$ cat config.mk
export PLATFORM = sky130hd
export DESIGN_NAME = te_channel_ctrl
export DESIGN_NICKNAME = d
export VERILOG_FILES = /design/src/rtl/te_ctrl_pkg.sv /design/src/rtl/te_recip_div.sv /design/src/rtl/te_channel_ctrl.sv
export SDC_FILE = /design/constraint.sdc
export NUM_CORES = 1
export LEC_CHECK = 0
export ABC_AREA = 1
export CORE_MARGIN = 4
export CORE_UTILIZATION = 55
export DETAILED_ROUTE_END_ITERATION = 8
export GPL_ROUTABILITY_DRIVEN = 0
export PLACE_DENSITY = 0.75
export SLEW_MARGIN = 40
export SYNTH_ARGS = -nofsm -noshare
export SYNTH_HDL_FRONTEND = slang
export SYNTH_SLANG_ARGS = --single-unit
export TNS_END_PERCENT = 30
$ cat constraint.sdc
create_clock -name clk -period 5.4 [get_ports clk]
set_input_delay 1.08 -clock clk [delete_from_list [all_inputs] [get_ports clk]]
set_output_delay 1.08 -clock clk [all_outputs]
set_load 0.05 [all_outputs]
$ cat src/rtl/te_ctrl_pkg.sv
// Shared types and constants for the transmission-estimation channel controller.
// Contents: FSM state enum, channel-select codes, reciprocal constants,
// atmospheric-light triple payload and the minimum-channel helper.
package te_ctrl_pkg;

    localparam int unsigned A_W   = 8;
    localparam int unsigned SEL_W = 2;

    typedef enum logic [1:0] {
        IDLE = 2'd0,
        CMP  = 2'd1,
        DIV  = 2'd2,
        DONE = 2'd3
    } state_t;

    localparam logic [SEL_W-1:0] SEL_R = 2'b00;
    localparam logic [SEL_W-1:0] SEL_G = 2'b01;
    localparam logic [SEL_W-1:0] SEL_B = 2'b10;

    localparam logic [15:0] INV_SAT   = 16'hFFFF;
    localparam logic [16:0] RECIP_NUM = 17'h10000;

    // Atmospheric light triple as delivered by the estimator.
    typedef struct packed {
        logic [A_W-1:0] r;
        logic [A_W-1:0] g;
        logic [A_W-1:0] b;
    } a_triple_t;

    // Minimum channel: which channel and its value.
    typedef struct packed {
        logic [SEL_W-1:0] sel;
        logic [A_W-1:0]   val;
    } min_t;

    // Strict less-than so ties keep the lower index (R over G over B).
    function automatic min_t find_min(input a_triple_t a);
        min_t m;
        m.sel = SEL_R;
        m.val = a.r;
        if (a.g < m.val) begin
            m.sel = SEL_G;
            m.val = a.g;
        end
        if (a.b < m.val) begin
            m.sel = SEL_B;
            m.val = a.b;
        end
        return m;
    endfunction

endpackage

$ cat src/rtl/te_recip_div.sv
// Serial restoring divider: RECIP_NUM / divisor, one quotient bit per cycle.
// Ports:
//   clk, rst_n      clock, async active-low reset
//   start           load operands (divisor sampled on this edge)
//   divisor[7:0]    8-bit divisor
//   done            high during the final iteration cycle; quotient is
//                   valid from the following cycle
//   quotient[15:0]  saturated quotient
module te_recip_div
    import te_ctrl_pkg::*;
#(
    parameter int unsigned DIV_W = 17,
    parameter int unsigned INV_W = 16
) (
    input  logic             clk,
    input  logic             rst_n,
    input  logic             start,
    input  logic [A_W-1:0]   divisor,
    output logic             done,
    output logic [INV_W-1:0] quotient
);

    localparam int unsigned CNT_W = $clog2(DIV_W + 1);

    logic [A_W-1:0]   r_div;
    logic [A_W-1:0]   r_rem;
    logic [DIV_W-1:0] r_dvd;
    logic [DIV_W-1:0] r_quo;
    logic [CNT_W-1:0] r_cnt;
    logic             r_done;
    logic [INV_W-1:0] r_quotient;

    logic [A_W:0]     w_trial;
    logic             w_ge;
    logic [A_W-1:0]   w_diff;
    logic [A_W-1:0]   w_rem_next;
    logic [DIV_W-1:0] w_quo_next;
    logic [CNT_W-1:0] w_cnt_next;
    logic             w_last;

    // One restoring step: shift in next dividend bit, subtract if it fits.
    // The remainder stays below the divisor, so the difference fits in A_W bits.
    assign w_trial    = {r_rem, r_dvd[DIV_W-1]};
    assign w_ge       = (w_trial >= {1'b0, r_div});
    assign w_diff     = A_W'(w_trial - {1'b0, r_div});
    assign w_rem_next = w_ge ? w_diff : w_trial[A_W-1:0];
    assign w_quo_next = {r_quo[DIV_W-2:0], w_ge};
    assign w_last     = (r_cnt == CNT_W'(1));

    always_comb begin
        w_cnt_next = r_cnt;
        if (start) begin
            w_cnt_next = CNT_W'(DIV_W);
        end else if (r_cnt != '0) begin
            w_cnt_next = r_cnt - CNT_W'(1);
        end
    end

    // Iteration registers.
    always_ff @(posedge clk or negedge rst_n) begin
        if (!rst_n) begin
            r_div      <= '0;
            r_rem      <= '0;
            r_dvd      <= '0;
            r_quo      <= '0;
            r_cnt      <= '0;
            r_done     <= 1'b0;
            r_quotient <= INV_W'(INV_SAT);
        end else begin
            r_cnt  <= w_cnt_next;
            r_done <= (w_cnt_next == CNT_W'(1));
            if (start) begin
                r_div <= divisor;
                r_rem <= '0;
                r_dvd <= DIV_W'(RECIP_NUM);
                r_quo <= '0;
            end else if (r_cnt != '0) begin
                r_rem <= w_rem_next;
                r_dvd <= {r_dvd[DIV_W-2:0], 1'b0};
                r_quo <= w_quo_next;
                // Final step: saturate anything that overflows INV_W bits.
                if (w_last) begin
                    r_quotient <= (|w_quo_next[DIV_W-1:INV_W]) ? INV_W'(INV_SAT)
                                                               : w_quo_next[INV_W-1:0];
                end
            end
        end
    end

    assign done     = r_done;
    assign quotient = r_quotient;

endmodule

$ cat src/rtl/te_channel_ctrl.sv
// Per-frame configuration controller for transmission estimation.
// Finds the minimum atmospheric-light channel, computes its reciprocal and
// commits {sel, inv_ac} only at a frame boundary (double-buffered).
// Ports:
//   clk, rst_n          clock, async active-low reset
//   a_valid/a_ready     triple handshake; a_r/a_g/a_b per-channel light
//   frame_start         first-pixel pulse; commits a pending configuration
//   sel                 active channel select (00 R, 01 G, 10 B)
//   inv_ac              active reciprocal Q0.16, saturated
//   cfg_valid           a configuration has been committed since reset
//   busy                processing a triple
module te_channel_ctrl
    import te_ctrl_pkg::*;
#(
    parameter int unsigned DIV_W = 17,
    parameter int unsigned INV_W = 16
) (
    input  logic             clk,
    input  logic             rst_n,
    input  logic             a_valid,
    output logic             a_ready,
    input  logic [A_W-1:0]   a_r,
    input  logic [A_W-1:0]   a_g,
    input  logic [A_W-1:0]   a_b,
    input  logic             frame_start,
    output logic [SEL_W-1:0] sel,
    output logic [INV_W-1:0] inv_ac,
    output logic             cfg_valid,
    output logic             busy
);

    state_t           r_state;
    state_t           w_state_next;

    a_triple_t        r_a;
    logic [SEL_W-1:0] r_sel_next;
    logic             r_bypass;
    logic [SEL_W-1:0] r_shadow_sel;
    logic [INV_W-1:0] r_shadow_inv;
    logic             r_pending;
    logic [SEL_W-1:0] r_sel;
    logic [INV_W-1:0] r_inv;
    logic             r_cfg_valid;
    logic             r_a_ready;
    logic             r_busy;

    min_t             w_min;
    logic             w_accept;
    logic             w_div_start;
    logic             w_div_done;
    logic [INV_W-1:0] w_div_quo;
    logic             w_commit;

    assign w_min    = find_min(r_a);
    assign w_commit = frame_start && r_pending;

    te_recip_div #(
        .DIV_W (DIV_W),
        .INV_W (INV_W)
    ) u_div (
        .clk      (clk),
        .rst_n    (rst_n),
        .start    (w_div_start),
        .divisor  (w_min.val),
        .done     (w_div_done),
        .quotient (w_div_quo)
    );

    // State register.
    always_ff @(posedge clk or negedge rst_n) begin
        if (!rst_n) begin
            r_state <= IDLE;
        end else begin
            r_state <= w_state_next;
        end
    end

    // Next-state and control strobes.
    always_comb begin
        w_state_next = r_state;
        w_accept     = 1'b0;
        w_div_start  = 1'b0;
        case (r_state)
            IDLE: begin
                if (a_valid && r_a_ready) begin
                    w_accept     = 1'b1;
                    w_state_next = CMP;
                end
            end
            CMP: begin
                // Divisors 0 and 1 would overflow Q0.16; skip the divider.
                if (w_min.val <= A_W'(1)) begin
                    w_state_next = DONE;
                end else begin
                    w_div_start  = 1'b1;
                    w_state_next = DIV;
                end
            end
            DIV: begin
                if (w_div_done) begin
                    w_state_next = DONE;
                end
            end
            DONE: begin
                w_state_next = IDLE;
            end
            default: begin
                w_state_next = IDLE;
            end
        endcase
    end

    // Operand capture, shadow and commit registers.
    always_ff @(posedge clk or negedge rst_n) begin
        if (!rst_n) begin
            r_a          <= '0;
            r_sel_next   <= SEL_R;
            r_bypass     <= 1'b0;
            r_shadow_sel <= SEL_R;
            r_shadow_inv <= INV_W'(INV_SAT);
            r_pending    <= 1'b0;
            r_sel        <= SEL_R;
            r_inv        <= INV_W'(INV_SAT);
            r_cfg_valid  <= 1'b0;
            r_a_ready    <= 1'b1;
            r_busy       <= 1'b0;
        end else begin
            r_a_ready <= (w_state_next == IDLE);
            r_busy    <= (w_state_next != IDLE);

            if (w_accept) begin
                r_a <= '{r: a_r, g: a_g, b: a_b};
            end

            if (r_state == CMP) begin
                r_sel_next <= w_min.sel;
                r_bypass   <= (w_min.val <= A_W'(1));
            end

            // Commit samples the shadow before this edge's DONE update.
            if (w_commit) begin
                r_sel       <= r_shadow_sel;
                r_inv       <= r_shadow_inv;
                r_cfg_valid <= 1'b1;
            end

            // Shadow pair is written together; a fresh result re-arms pending.
            if (r_state == DONE) begin
                r_shadow_sel <= r_sel_next;
                r_shadow_inv <= r_bypass ? INV_W'(INV_SAT) : w_div_quo;
                r_pending    <= 1'b1;
            end else if (w_commit) begin
                r_pending    <= 1'b0;
            end
        end
    end

    assign a_ready   = r_a_ready;
    assign busy      = r_busy;
    assign sel       = r_sel;
    assign inv_ac    = r_inv;
    assign cfg_valid = r_cfg_valid;

endmodule

# Yosys cells after proc, flatten, opt, wreduce, memory -nomap -nowiden
# Index checks and enable logic that the tools add are counted.
# classes
n_div,0
multipliers,0
n_shift,0
muxes,23
bitwise,1
addsub,2
n_reduce_logical,9
n_eq_ne,5
n_lt_le_gt_ge,4
# op_table
operator,n
two-way mux 16 bit,4
two-way mux 17 bit,2
two-way mux 8 bit,3
less-than comparator 8 bit,2
== test 5 x 1 -> 1 bit (second input constant),2
two-way mux 10 bit,1
two-way mux 5 bit,2
>= comparator 9 x 8 -> 1 bit,1
two-way mux 9 bit,1
less-or-equal comparator 8 x 1 -> 1 bit (second input constant),1
one-hot mux 2 bit (4 select lines),1
subtractor 8 bit,1
two-way mux 1 bit,7
nonzero test 2 bit,3
nonzero test 5 bit,1
subtractor 5 x 1 -> 5 bit (second input constant),1
== test 2 bit (second input constant),2
logical NOT 2 bit,2
two-way mux 2 bit,2
AND reduction 3 bit,1
== test 2 x 1 -> 1 bit (second input constant),1
logical AND 1 bit,2
inverter 1 bit,1
# totals
romBits,0
ramBits,0
wordCells,65
ff_bits,140
latch_bits,0
out_inout_bits,21
memories,0

# Depth between registers and ports, before layout
# logic_depth
depth_word,9
mapped_depth,28
ltp_nobuf,26

# Cells and area by module
# A second synthesis with hierarchy kept.
# unflattened
hier_cells,664
area_unflattened_um2,6197.2
# modules_own_cells
mod,n_inst,area_each_um2,seq_area_each_um2,cells_per_inst
te_channel_ctrl,1,3344.5,1767.9,353
te_recip_div,1,2852.7,1396.3,311

# Worst setup path after synthesis
# OpenSTA, ideal clock, no wires.
# synth_timing
kind,flip-flop to flip-flop
start,reg r_a[15] (netlist name)
end,reg u_div.r_dvd[16]
path_stages_with_launch,23
setup_ns,0.134
synth_period_minus_slack_ns,3.363
path_slack_ns,2.037
arrival_ns,3.229
t_required_ns,5.266
path_cell_list,dfrtp_1 > ha_1 > nand2_1 > inv_1 > nor2_1 > o21a_1 > nand2_4 > buf_2 > nand2_1 > o21ai_0 > ha_1 > a21oi_1 > nor2_1 > a211oi_2 > nand3_1 > nand2_1 > nand2_1 > nor2_2 > nand2_2 > nand2_4 > buf_12 > buf_4 > o21ai_0
# synth_via
elab_chain_len,8
elab_cells_between_ends,9
cone_classes,order compare: 3; mux: 5; reduce/logical: 1
# synth_rtl
element,line,rtl
"start, declared",te_channel_ctrl.sv:35,a_triple_t r_a;
"start signal, assigned",te_channel_ctrl.sv:132,"r_a <= '{r: a_r, g: a_g, b: a_b};"
less-than comparator 8 bit,te_ctrl_pkg.sv:41,if (a.g < m.val) begin
two-way mux 9 bit (*),te_ctrl_pkg.sv:41,
less-than comparator 8 bit,te_ctrl_pkg.sv:45,if (a.b < m.val) begin
two-way mux 10 bit (*),te_ctrl_pkg.sv:45,
less-or-equal comparator 8 x 1 -> 1 bit (*),te_channel_ctrl.sv:92,if (w_min.val <= A_W'(1)) begin
two-way mux 1 bit (*),te_channel_ctrl.sv:92,
two-way mux 1 bit (*),te_channel_ctrl.sv:83,case (r_state)
two-way mux 17 bit or nonzero test 2 bit (tied branches),n/a,
"end signal, assigned",te_recip_div.sv:75,r_dvd <= DIV_W'(RECIP_NUM);
"end signal, assigned",te_recip_div.sv:79,"r_dvd <= {r_dvd[DIV_W-2:0], 1'b0};"
"end, declared",te_recip_div.sv:27,logic [DIV_W-1:0] r_dvd;
# Every way passes the cells marked *; elsewhere a longest branch is shown, timed or not.
# A chain may end at the register's enable or synchronous reset.

# Worst setup path after layout
# layout_timing
start,reg r_a[19] (netlist name)
end,"reg u_div.r_quotient[5], in the netlist u_div.quotient[5]"
# layout_via
elab_chain_len,9
# layout_rtl
element,line,rtl
less-than comparator 8 bit,te_ctrl_pkg.sv:41,
two-way mux 9 bit (*),te_ctrl_pkg.sv:41,
less-than comparator 8 bit,te_ctrl_pkg.sv:45,
two-way mux 10 bit (*),te_ctrl_pkg.sv:45,
less-or-equal comparator 8 x 1 -> 1 bit (*),te_channel_ctrl.sv:92,
two-way mux 1 bit (*),te_channel_ctrl.sv:92,
two-way mux 1 bit (*),te_channel_ctrl.sv:83,
inverter 1 bit (no line) (*),n/a,
AND reduction 3 bit (no line) (*),n/a,
"end signal, assigned",te_recip_div.sv:68,r_quotient <= INV_W'(INV_SAT);
"end signal, assigned",te_recip_div.sv:83,r_quotient <= (|w_quo_next[DIV_W-1:INV_W]) ? INV_W'(INV_SAT)
"end, declared",te_recip_div.sv:31,logic [INV_W-1:0] r_quotient;
# Marked as above.

==> results by group <==
Outcome
  – Status: completed

Worst setup path
  – CP Class: flop to flop
  – Reg-to-reg startpoint: r_a[19]$_DFFE_PN0P_
  – Critical-path maximum fanout: 65
  – Slowest cell on the critical path: a211oi_2
  – Crit-path cells: inv_1 > ha_1 > a21oi_1 > nand2_1 > nand2_2 > nand2_4 > o21ai_0 > ha_1 > a21oi_1 > nor2_1 > a211oi_2 > nand3b_1 > nand2_1 > nand2_1 > nor2_2 > nand2_2 > nand2_4 > nand2_2 > nand2_1 > o21ai_1
  – CP Buf/Inv Count: 1
  – Crit path top cell by count: nand2_1
  – CP startpoint kind: flop
  – CP delay by family, top: simple AND/OR/NAND/NOR gates
  – Crit-path max cell delay: ~0.56 ns
  – Crit end category: flop
  – CP Data Required Time: between 5 and 6 ns
  – Setup crit start: r_a[19]$_DFFE_PN0P_
  – Critical path arrival: approximately 4.9 ns

Power and ir drop
  – Pwr Total: between 0.005 and 0.006 W
  – Max VDD drop: around 420 uV
  – Leak Pwr: between 3 and 4 nW
  – Cell area power density: about 740 nW/um2

Synth
  – Synth Register Bits: about 120
  – Primary FF master, synth: dfrtp_1
  – Distinct cells, synth: a little over 40
  – Cells after synthesis: approximately 650
  – Syn_area_per_cell: between 9 and 10 um2
  – Register area share after synthesis: approximately 53%
  – EDFF count, synth: 0
  – Yosys Warn Count: 0
  – Netlist Area Pre-Place: around 6000 um2
  – Syn Nets: 712
  – Post-synth ARST share: 100%

Job
  – Maxcap violations: 0

Timing
  – Final hold viol count: 0
  – Final-report setup violation count: 0
  – Crit share post-route: a little over four fifths
  – Max_slew headroom: a little over half
  – RSZ-0062 raised after global routing: no
  – Slew @ Worst Pin: between 0.7 and 0.8 ns
  – Fin. max-slew vios: 0
  – Clock skew: just over 0.01 ns
  – Highest clock rate: around 220 MHz
  – Setup TNS: 0 ns
  – Tmin final: roughly 4.5 ns

Floorplan
  – Die area: about 13000 um2
  – Die H: between 100 and 150 um
  – Core ar.: roughly 10000 um2
  – Die W: ~110 um
  – Initial Util: between 50 and 60%
  – Io pins: slightly below 50
  – Number of core rows: 37

Clock tree
  – Num CTS Buffers: 17
  – Max Root-Sink Buffers: 2
  – # resized after CTS: 0
  – H-tree depth: 4
  – Root Buffer: clkbuf_8
  – Cts hold-fix bufs: 0
  – Clock transition at path regs: 0.06 ns
  – Setup bufs post-CTS: 0
  – Clock sink count: 124
  – CTS tree: built
  – Clk_lat worst skew: 0.51 ns

Drt
  – Routed vias/inst: around 5.3
  – Via Count: roughly 4400
  – WL final: between 10000 and 15000 um
  – Drc violations: 0
  – Metal2 WL: a little over 6000 um
  – Drt first pass iters: 5
  – Top Layer Used: met4
  – Metal-1 WL: 5170 um
  – DR iter-0 viols: 222
  – Post-route ant nets: 0
  – WL met3: about 480 um
  – DR WL/cell: roughly 14 um

Cells and area
  – Diodes inserted: 0
  – Commonest non-fill, non-tap cell in the layout: nand2_1
  – Final-stage net count: about 750
  – Commonest non-fill, non-tap cells in the layout: nand2_1 (128), o21ai_0 (81), dfrtp_1 (75)
  – Layout Area Growth over Synthesis: 18.9%
  – Layout cells sized above 1: 16.6%

Global routing
  – GRT Residual Overflow: 0
  – Total GRT Usage: between 20% and 30%
  – Largest net degree at the start of global routing: between 60 and 70
  – Initial antenna violation count: 0
  – First-pass GRT wire length: 20900 um
  – Vias in the first global route: approximately 4600

Min path
  – Hold Crit Class: flop to flop
  – Critical hold path startpoint: cfg_valid$_DFFE_PN0P_

Place
  – Post-detail-place hpwl: 8000 um
  – Input/output buffers: 48
## cells by family (layout without fill, tap and decap cells)
logic type	Yosys count	in the layout	share of synthesized area (%)
AND/OR/NAND/NOR	248	248	18.2
AO/OA/AOI/OAI	132	132	11.5
flip-flops	124	124	52.9
buffers and inverters	99	154	7.34
adder cells (fa/ha/maj)	30	30	6.40
multiplexers	15	15	2.78
XOR/XNOR	6	6	0.878
## metrics by stage
| step | hold WS [ns] | worst slack, ns | util (%) | area (um2) | cells |
|---|---|---|---|---|---|
| after floorplan | 0.442 | 2.04 | - | 5980 | 654 |
| after global placement | 0.452 | 1.28 | 62.0 | 6490 | 813 |
| after detailed placement | 0.459 | 1.01 | 62.0 | 6490 | 813 |
| after CTS | 0.475 | 0.915 | 67.9 | 7100 | 845 |
| after global routing | 0.487 | 0.442 | 68.0 | 7110 | 845 |
| final | 0.465 | 0.905 | 68.0 | 7110 | 845 |
## synthesized netlist by cell type (2+ instances only)
master    number  area share [%]
a21o_1         2            0.25
a21oi_1       21             1.8
a31oi_1        2            0.21
buf_2          4            0.33
buf_6          4            0.75
clkbuf_1      17             1.1
dfrtp_1       75              31
dfstp_2       49              22
ha_1          29             6.1
inv_1         66             4.1
inv_2          2            0.13
mux2_2        13             2.4
mux2i_1        2            0.33
nand2_1      129             8.1
nand2_2        6            0.63
nand2_4        3            0.56
nand3_1       51             4.3
nand3b_1       5            0.63
nand4_1        2            0.21
nor2_1        44             2.8
nor2_2         2            0.21
o21ai_0       81             6.8
o21ai_1       21             1.8
or2_2          3            0.31
xnor2_1        2            0.29
xor2_1         4            0.59
## final timing paths
kind / cells after the start / to / slack, ns
max: 20 / u_div.quotient[5]$_DFFE_PN1P_ / 0.91
min: 2 / cfg_valid$_DFFE_PN0P_ / 0.46
max reg2reg: 20 / u_div.quotient[5]$_DFFE_PN1P_ / 0.91
max in group asynchronous: 2 / u_div.quotient[9]$_DFFE_PN1P_ / 4.34
min reg2reg: 2 / cfg_valid$_DFFE_PN0P_ / 0.46
min in group asynchronous: 1 / inv_ac[2]$_DFFE_PN1P_ / 0.52
## per-layer routing
metal	vias up	global-route usage, %
met4	0	7.61
met1	2124	25.1
met2	80	34.5
met5	-	0
li1	2229	-
met3	14	4.64
## final cells by class
class,instances,area [um2]
clock buffer,19,422
clock inverter,13,190
fill,807,3350
inverter,69,259
multi-input combinational,431,2380
sequential,124,3160
tap,136,170
timing repair buffer,53,523
## registers in the layout, indices dropped and copies added (netlist names)
signal,count
r_a,24
u_div.r_cnt,5
r_shadow_inv,16
u_div.r_quo,16
r_state,2
r_bypass,1
r_pending,1
sel,2
r_shadow_sel,2
u_div.quotient,16
u_div.done,1
a_ready,1
u_div.r_div,8
r_sel_next,2
u_div.r_dvd,1
cfg_valid,1
inv_ac,16
u_div.r_rem,8
busy,1
## where the power goes
group	internal, W	switching, W
clock	0.000753	0.000415
combinational	0.000887	0.00152
sequential	0.00142	0.000238
## worst min-delay path, stage by stage, from the launching register on
cell and delay (ns):
dfrtp_1 0.34, inv_1 0.04, nand2_1 0.05
Note: power is estimated with default switching activity, not from simulation.
